==> src/rtl/serv_seq_pkg.sv <==
// Shared state encodings and run-length helpers for the serial fetch/execute sequencer.
// Bit positions in a run are counted over one 32-bit word.
package serv_seq_pkg;

    localparam int unsigned XLEN     = 32;
    localparam int unsigned POS_BITS = 5;

    typedef enum logic [2:0] {
        StIdle    = 3'd0,
        StFetch   = 3'd1,
        StRfReq   = 3'd2,
        StRfWait  = 3'd3,
        StRun1    = 3'd4,
        StMemWait = 3'd5,
        StRun2    = 3'd6
    } seq_state_e;

    function automatic int unsigned beats_per_run(input int unsigned w);
        return XLEN / w;
    endfunction

    // True when a beat starting at bit pos and spanning w bits includes bit_idx.
    function automatic logic beat_covers(input logic [POS_BITS-1:0] pos,
                                         input int unsigned         bit_idx,
                                         input int unsigned         w);
        int unsigned lo;
        lo = 32'(pos);
        return (bit_idx >= lo) && (bit_idx < lo + w);
    endfunction

endpackage

==> src/rtl/serv_beat_cnt.sv <==
// Bit-position counter for one serial run, with the beat strobes the PC/ALU datapath uses.
// Position restarts at 0 whenever no run is active, so every run begins on bit 0.
module serv_beat_cnt
    import serv_seq_pkg::*;
#(
    parameter int unsigned W = 1
) (
    input  logic clk,
    input  logic i_rst,
    input  logic i_run,
    output logic o_cnt_en,
    output logic o_cnt0,
    output logic o_cnt1,
    output logic o_cnt2,
    output logic o_cnt12to31,
    output logic o_cnt_done
);

    localparam logic [POS_BITS-1:0] STEP      = POS_BITS'(W);
    localparam logic [POS_BITS-1:0] FINAL_POS = POS_BITS'((beats_per_run(W) - 1) * W);

    logic [POS_BITS-1:0] r_pos;

    // The 5-bit add wraps 31->0 (W=1) and 28->0 (W=4) on its own.
    always_ff @(posedge clk or posedge i_rst) begin
        if (i_rst) begin
            r_pos <= '0;
        end else if (i_run) begin
            r_pos <= r_pos + STEP;
        end else begin
            r_pos <= '0;
        end
    end

    assign o_cnt_en    = i_run;
    assign o_cnt0      = i_run & beat_covers(r_pos, 0, W);
    assign o_cnt1      = i_run & beat_covers(r_pos, 1, W);
    assign o_cnt2      = i_run & beat_covers(r_pos, 2, W);
    assign o_cnt12to31 = i_run & (r_pos >= POS_BITS'(12));
    assign o_cnt_done  = i_run & (r_pos == FINAL_POS);

endmodule

==> src/rtl/serv_fetch_seq.sv <==
// Fetch/decode/execute sequencer for a bit-serial core: fetch, operand read, one or two
// serial passes with an optional wait between them, then straight into the next fetch.
module serv_fetch_seq
    import serv_seq_pkg::*;
#(
    parameter int unsigned W                 = 1,
    parameter bit          RESET_PC_EN_FETCH = 1'b1
) (
    input  logic clk,
    input  logic i_rst,
    input  logic i_halt,
    output logic o_ibus_cyc,
    input  logic i_ibus_ack,
    output logic o_rf_rreq,
    input  logic i_rf_ready,
    input  logic i_two_stage,
    input  logic i_mem_ready,
    input  logic i_trap,
    output logic o_cnt_en,
    output logic o_pc_en,
    output logic o_cnt0,
    output logic o_cnt1,
    output logic o_cnt2,
    output logic o_cnt12to31,
    output logic o_cnt_done
);

    seq_state_e r_state;
    logic       r_armed;
    logic       r_two_stage;
    logic       r_ibus_cyc;
    logic       r_rf_rreq;
    logic       r_run;
    logic       r_pc_en;
    logic       w_cnt_done;

    serv_beat_cnt #(
        .W (W)
    ) u_beat_cnt (
        .clk         (clk),
        .i_rst       (i_rst),
        .i_run       (r_run),
        .o_cnt_en    (o_cnt_en),
        .o_cnt0      (o_cnt0),
        .o_cnt1      (o_cnt1),
        .o_cnt2      (o_cnt2),
        .o_cnt12to31 (o_cnt12to31),
        .o_cnt_done  (w_cnt_done)
    );

    always_ff @(posedge clk or posedge i_rst) begin
        if (i_rst) begin
            r_state     <= StIdle;
            r_armed     <= 1'b0;
            r_two_stage <= 1'b0;
            r_ibus_cyc  <= 1'b0;
            r_rf_rreq   <= 1'b0;
            r_run       <= 1'b0;
            r_pc_en     <= 1'b0;
        end else begin
            // Arming takes one cycle, so the first fetch lands on the second edge after reset.
            if (!r_armed) begin
                r_armed <= RESET_PC_EN_FETCH | i_halt;
            end
            unique case (r_state)
                StIdle: begin
                    if (r_armed && !i_halt) begin
                        r_state    <= StFetch;
                        r_ibus_cyc <= 1'b1;
                    end
                end
                StFetch: begin
                    if (i_ibus_ack) begin
                        r_state    <= StRfReq;
                        r_ibus_cyc <= 1'b0;
                        r_rf_rreq  <= 1'b1;
                    end
                end
                StRfReq: begin
                    r_state   <= StRfWait;
                    r_rf_rreq <= 1'b0;
                end
                StRfWait: begin
                    if (i_rf_ready) begin
                        r_two_stage <= i_two_stage;
                        r_state     <= i_two_stage ? StRun1 : StRun2;
                        r_run       <= 1'b1;
                        r_pc_en     <= ~i_two_stage;
                    end
                end
                StRun1: begin
                    if (w_cnt_done) begin
                        r_state <= r_two_stage ? StMemWait : StRun2;
                        r_run   <= ~r_two_stage;
                        r_pc_en <= ~r_two_stage;
                    end
                end
                StMemWait: begin
                    if (i_trap || i_mem_ready) begin
                        r_state <= StRun2;
                        r_run   <= 1'b1;
                        r_pc_en <= 1'b1;
                    end
                end
                StRun2: begin
                    if (w_cnt_done) begin
                        r_two_stage <= 1'b0;
                        r_run       <= 1'b0;
                        r_pc_en     <= 1'b0;
                        if (i_halt) begin
                            r_state <= StIdle;
                        end else begin
                            r_state    <= StFetch;
                            r_ibus_cyc <= 1'b1;
                        end
                    end
                end
                default: begin
                    r_state     <= StIdle;
                    r_two_stage <= 1'b0;
                    r_ibus_cyc  <= 1'b0;
                    r_rf_rreq   <= 1'b0;
                    r_run       <= 1'b0;
                    r_pc_en     <= 1'b0;
                end
            endcase
        end
    end

    assign o_ibus_cyc = r_ibus_cyc;
    assign o_rf_rreq  = r_rf_rreq;
    assign o_pc_en    = r_pc_en;
    assign o_cnt_done = w_cnt_done;

endmodule

==> config.mk <==
export PLATFORM = sky130hd
export DESIGN_NAME = serv_fetch_seq
export DESIGN_NICKNAME = d
export VERILOG_FILES = /design/src/rtl/serv_seq_pkg.sv /design/src/rtl/serv_beat_cnt.sv /design/src/rtl/serv_fetch_seq.sv
export SDC_FILE = /design/constraint.sdc
export NUM_CORES = 1
export LEC_CHECK = 0
export CAP_MARGIN = 5
export CORE_MARGIN = 3
export CORE_UTILIZATION = 25
export CTS_CLUSTER_DIAMETER = 120
export CTS_CLUSTER_SIZE = 24
export DETAILED_ROUTE_END_ITERATION = 10
export PLACE_DENSITY_LB_ADDON = 0.08
export SYNTH_ARGS = -nofsm -noshare
export SYNTH_HDL_FRONTEND = slang
export SYNTH_SLANG_ARGS = --single-unit
==> constraint.sdc <==
create_clock -name clk -period 2.7 [get_ports clk]
set_input_delay 0.675 -clock clk [delete_from_list [all_inputs] [get_ports clk]]
set_output_delay 0.675 -clock clk [all_outputs]
set_load 0.01 [all_outputs]
Word level (Yosys, flattened, before mapping) --
Index checks and enable logic that the tools add are counted.
Storage, ports and cells: bits in registers 14, input bits 8, output and inout port bits 9, logic and storage cells 85
Operators by class: add/subtract/negate cells 2, order comparisons 7, eq/ne operators 14, mux-type cells 27, bitwise logic cells 11, reduce and logical (&&, ||, !) cells 16
Operator list (count):
- 1-bit by 32-bit < comparator with 1-bit output (first input constant) | 2
- 2-bit by 32-bit < comparator with 1-bit output (first input constant) | 1
- 3-bit case mux with 7 select lines | 1
- 3-bit two-way mux | 6
- 2-bit != test (second input constant) | 7
- 1-bit two-way mux | 12
- 1-bit by 5-bit greater-or-equal comparator with 1-bit output (first input constant) | 2
- 1-bit case mux with 5 select lines | 2
- 5-bit AND reduction | 2
- 5-bit OR reduction | 2
- 3-bit == test (second input constant) | 3
- 5-bit by 1-bit adder with 6-bit output (second input constant) | 1
- 3-bit by 2-bit == test with 1-bit output (second input constant) | 2
- 1-bit NOT | 6
- 6-bit AND reduction | 1
- 5-bit by 1-bit adder with 5-bit output (second input constant) | 1
- 1-bit AND | 5
- 5-bit == test (second input constant) | 1
- 2-bit by 5-bit greater-or-equal comparator with 1-bit output (first input constant) | 1
- 5-bit by 4-bit greater-or-equal comparator with 1-bit output (second input constant) | 1
- 5-bit two-way mux | 1
- 1-bit logical AND | 4
- 2-bit two-way mux | 2
- 1-bit case mux with 4 select lines | 1
- other kinds (10) | 10

Longest topological paths before layout --
Gate-level depths: netlist (run 1).
depth in word-level cells 4, depth in mapped cells 8, depth with buffers taken out 8

Modules after synthesis --
A second synthesis (run 1) with hierarchy kept.
Unflattened totals: cell total of the unflattened synthesis 96, area, all modules 930.9 um^2
Modules (own cells, without submodules):
- serv_fetch_seq | instances 1, cells each 61, area each 569.3 um^2, sequential area each 225.2 um^2
- serv_beat_cnt | instances 1, cells each 35, area each 361.6 um^2, sequential area each 125.1 um^2

Worst setup path after synthesis (run 1) --
No wires, ideal clock.
kind flip-flop to output port, start point reg u_beat_cnt.r_pos[1], end point out o_cnt0, arrival time 1.946 ns, data required time 2.025 ns, setup slack 0.079 ns, stages on the path, launching flop included 6, buffers on the path 0, cells stage by stage dfrtp_1 -> ha_1 -> and3_1 -> ha_1 -> or4_4 -> o221a_2
On the way: word-level cells in the longest chain between the ends 4, elaborated cells on any way between the ends 5, those cells by class 1 x add/sub; 2 x order compare; 1 x bitwise; 1 x reduce/logical
Ends and longest elaborated chain:
- start, declared | line serv_beat_cnt.sv:22 | logic [POS_BITS-1:0] r_pos;
- start signal, assigned | line serv_beat_cnt.sv:29 | r_pos <= r_pos + STEP;
- 5-bit by 1-bit adder with 6-bit output | line serv_seq_pkg.sv:28 | return (bit_idx >= lo) && (bit_idx < lo + w);
- 1-bit by 32-bit < comparator with 1-bit output | line serv_seq_pkg.sv:28
- 1-bit logical AND * | line serv_seq_pkg.sv:28
- 1-bit AND * | line serv_beat_cnt.sv:36 | assign o_cnt0 = i_run & beat_covers(r_pos, 0, W);
- end, declared | line serv_fetch_seq.sv:21 | output logic o_cnt0,
Every way passes the cells marked *; elsewhere a longest branch is shown, timed or not.

Worst setup path in the final report (run 1) --
Same ends and word-level chain as after synthesis.

==> metrics.yaml, run 1 <==
outcome:
  outcome: "finished with violations"
  violations: "negative setup slack"
synth:
  synth_cells: 100
  synth_top_cell_by_area: "dfrtp_1"
  synth-simple-area-share_pct: 21.6
  syn_avg_cell_area_sq_um: 8.93
  synth_mux_area_share_pct: 0
  yosysSeqAreaShare_pct: 39.2
  async_flop_share_pct: 100
  synth_top_area_share_pct: 39.2
  synth-seq-cells: 14
  yosys-top-cells-count: "dfrtp_1 (14), inv_1 (9), nand2_1 (8)"
  synth_xor_area_share_pct: 1.96
  synth_edf_count: 0
  synth.cell_area_sq_um: 893
  synth_top_family_by_area: "compound AO/OA/AOI/OAI gates"
  synth_compound_gate_area_share_pct: 22.1
  synthMostInstantiatedCell: "dfrtp_1"
  synth_fa_ha_area_share_pct: 8.40
  ys_top_cells_by_area: "dfrtp_1 (39%), ha_1 (8.4%), a21oi_1 (3.9%)"
  yosys.cell_types.count: 35
  ys_warn_count: 0
  ys.flop_type: "dfrtp_1"
  synthesis.nets: 114
detailed_routing:
  wl_per_cell_um: 12.7
  antenna_left: 0
  vias: 811
  drt_iter0_drc: 31
  drc_errors: 0
  first_pass_iters: 4
  via_per_inst: 4.77
  routed_wl_um: 2170
floorplan:
  core_sq_um: 3390
  die_area_sq_um: 4330
  die_h_um: 65.8
  die_w_um: 65.8
  io_pins: 17
  core.rowCount: 21
  initial_core_util_pct: 26.4
critical_path:
  arrival_ns: 2.12
  startpoint_type: "register"
  worstSetupPathType: "register to output pin"
  r2r_cells: 7
  end_kind: "output pin"
  ff2ff_setup_slack_ns: 1.05
  critPathMaxFanout: 3
  r2r-end: "r_state[0]"
  r2r_start: "u_beat_cnt.r_pos[1]"
  crit_required_ns: 2.03
placement:
  portBuffers: 16
  placed_cells: 165
  gp_congestion: 0.733
  preCtsSetupSlack_ns: -0.321
  dp_hpwl_um: 1570
grt:
  grt_max_degree: 20
  track_usage_pct: 11.7
  grt_pass1_wl_um: 3840
  grt_pass1_vias: 844
  antenna_found_initial: 0
  gr-total-overflow: 0
timing:
  grt_setup_unrepaired: "yes"
  max_freq_mhz: 358
  setup_viol: 3
  clock-skew-final_ns: 0.00320
  period_needed_ns: 2.79
  slew_headroom_pct: 61.9
  post-route-period-util_pct: 103
  final_max_slew_viol_count: 0
  worst_pin_slew_ns: 0.570
  hold_viol_final: 0
  setup_slack_ns: -0.0903
finish:
  area_delta_synth_final_pct: 36.6
  antenna_cells: 0
  final_cells: 170
  finalNetCount: 139
  drive_gt1_share_pct: 18.5
clocking:
  clock-sinks: 14
  cts_root_buf: "clkbuf_4"
  cts_tree: "done"
  htreeDepth: 1
  cts.path.max_buffers: 2
  clock_latency_ns: 0.28
  numCtsBuffers: 3
  cts.clk_slew.worst_paths_ns: 0.09
  holdBufCountCts: 0
pwr:
  cellLeakagePower_nw: 0.558
  irDropWorstVdd_v: 0.000167
  power_w: 0.000386
  pwr_density_cell_nw_per_um2: 316
flow_run:
  drv_cap: 0
worst_hold_path:
  hold_path_class: "register to register"
  hold_depth: 2
  min-delay-start: "o_rf_rreq"
  hold_end: "o_rf_rreq"
==> layout make-up <==
type                            instances  area, sq um
Timing Repair Buffer                   24          218
Clock buffer                            4         36.3
Sequential cell                        14          350
Multi-Input combinational cell         73          524
Tap cell                               46         57.6
Fill cell                             350         2170
Inverter                                9         33.8
==> where the power goes <==
part	internal (W)	total, W	switching (W)	leakage (nW)
clock network	0.0000820	0.000152	0.0000699	0.0210
registers	0.000211	0.000212	0.000000725	0.165
logic	0.0000116	0.0000220	0.0000104	0.372
total	0.000305	0.000386	0.0000810	0.558
==> flip-flops by register name, indices dropped and copies added, names as in the netlist <==
register and cells:
o_rf_rreq 1, u_beat_cnt.r_pos 5, o_ibus_cyc 1, o_pc_en 1, r_two_stage 1, r_state 3
r_run 1, r_armed 1
==> cells in the final DEF (no fill, tap or decap), drive strengths merged, types with 4 or more instances in the layout <==
| cell | n |
|---|---|
| a21oi | 7 |
| and2 | 4 |
| buf | 11 |
| clkbuf | 4 |
| clkdlybuf4s50 | 13 |
| dfrtp | 14 |
| ha | 6 |
| inv | 9 |
| nand2 | 9 |
| nor2 | 4 |
| nor2b | 4 |
| o21ai | 7 |
==> layer usage <==
| layer | wire (um) | GRT usage, % |
|---|---|---|
| met1 | 982 | 13.3 |
| met2 | 1070 | 20.0 |
| met3 | 70 | 3.74 |
| met4 | 40 | 4.66 |
| met5 | 0 | 0 |
==> stage by stage <==
step	hold slack, ns	area [sq um]	util [%]	TNS, ns
after floorplan	0.506	893	-	0
after global placement	0.503	1140	33.7	-0.798
after detailed placement	0.502	1140	33.7	-0.873
after CTS	0.527	1200	35.3	-0.220
after global routing	0.541	1220	36.0	-0.368
final	0.519	1220	36.0	-0.132
==> logic make-up after synthesis <==
group | Yosys count
and+or+nand+nor | 35
DFF | 14
xor gates and xnor gates | 2
buffers and inverters | 13
AOI/OAI and AO/OA | 29
other | 1
adders and majority gates | 6
==> repair_timing <==
action | in CTS | in global routing
endpoints found under the setup margin | 3 | 3
gates resized for setup | 17 | 2
setup buffers | 0 | 1
pin swaps | 5 | 1
==> worst max-delay path by stage <==
stage / cells after the start / startpoint / slack [ns] / end
2_1_floorplan: 5 / u_beat_cnt.r_pos[1] / 0.08 / o_cnt0
3_3_place_gp: 6 / u_beat_cnt.r_pos[0] / -0.29 / o_cnt0
3_5_place_dp: 6 / u_beat_cnt.r_pos[0] / -0.32 / o_cnt0
4_1_cts: 6 / u_beat_cnt.r_pos[1] / -0.10 / o_cnt0
5_1_grt: 6 / u_beat_cnt.r_pos[1] / -0.16 / o_cnt0
6_report: 6 / u_beat_cnt.r_pos[1] / -0.09 / o_cnt0
==> critical path, cell delays in order (launching register included) <==
cell and delay [ns]:
dfrtp_1 0.39, ha_2 0.19, and3_4 0.15, ha_4 0.23, or4_4 0.45, o221a_4 0.30, buf_6 0.12
Note: power is estimated with default switching activity, not from simulation.
==> inputs of run 2 (changes only) <==
ABC_CLOCK_PERIOD_IN_PS = 2700   (was not set)
==> results of run 2 <==
The final DEF is identical to that of run 1; final timing and power are the same.
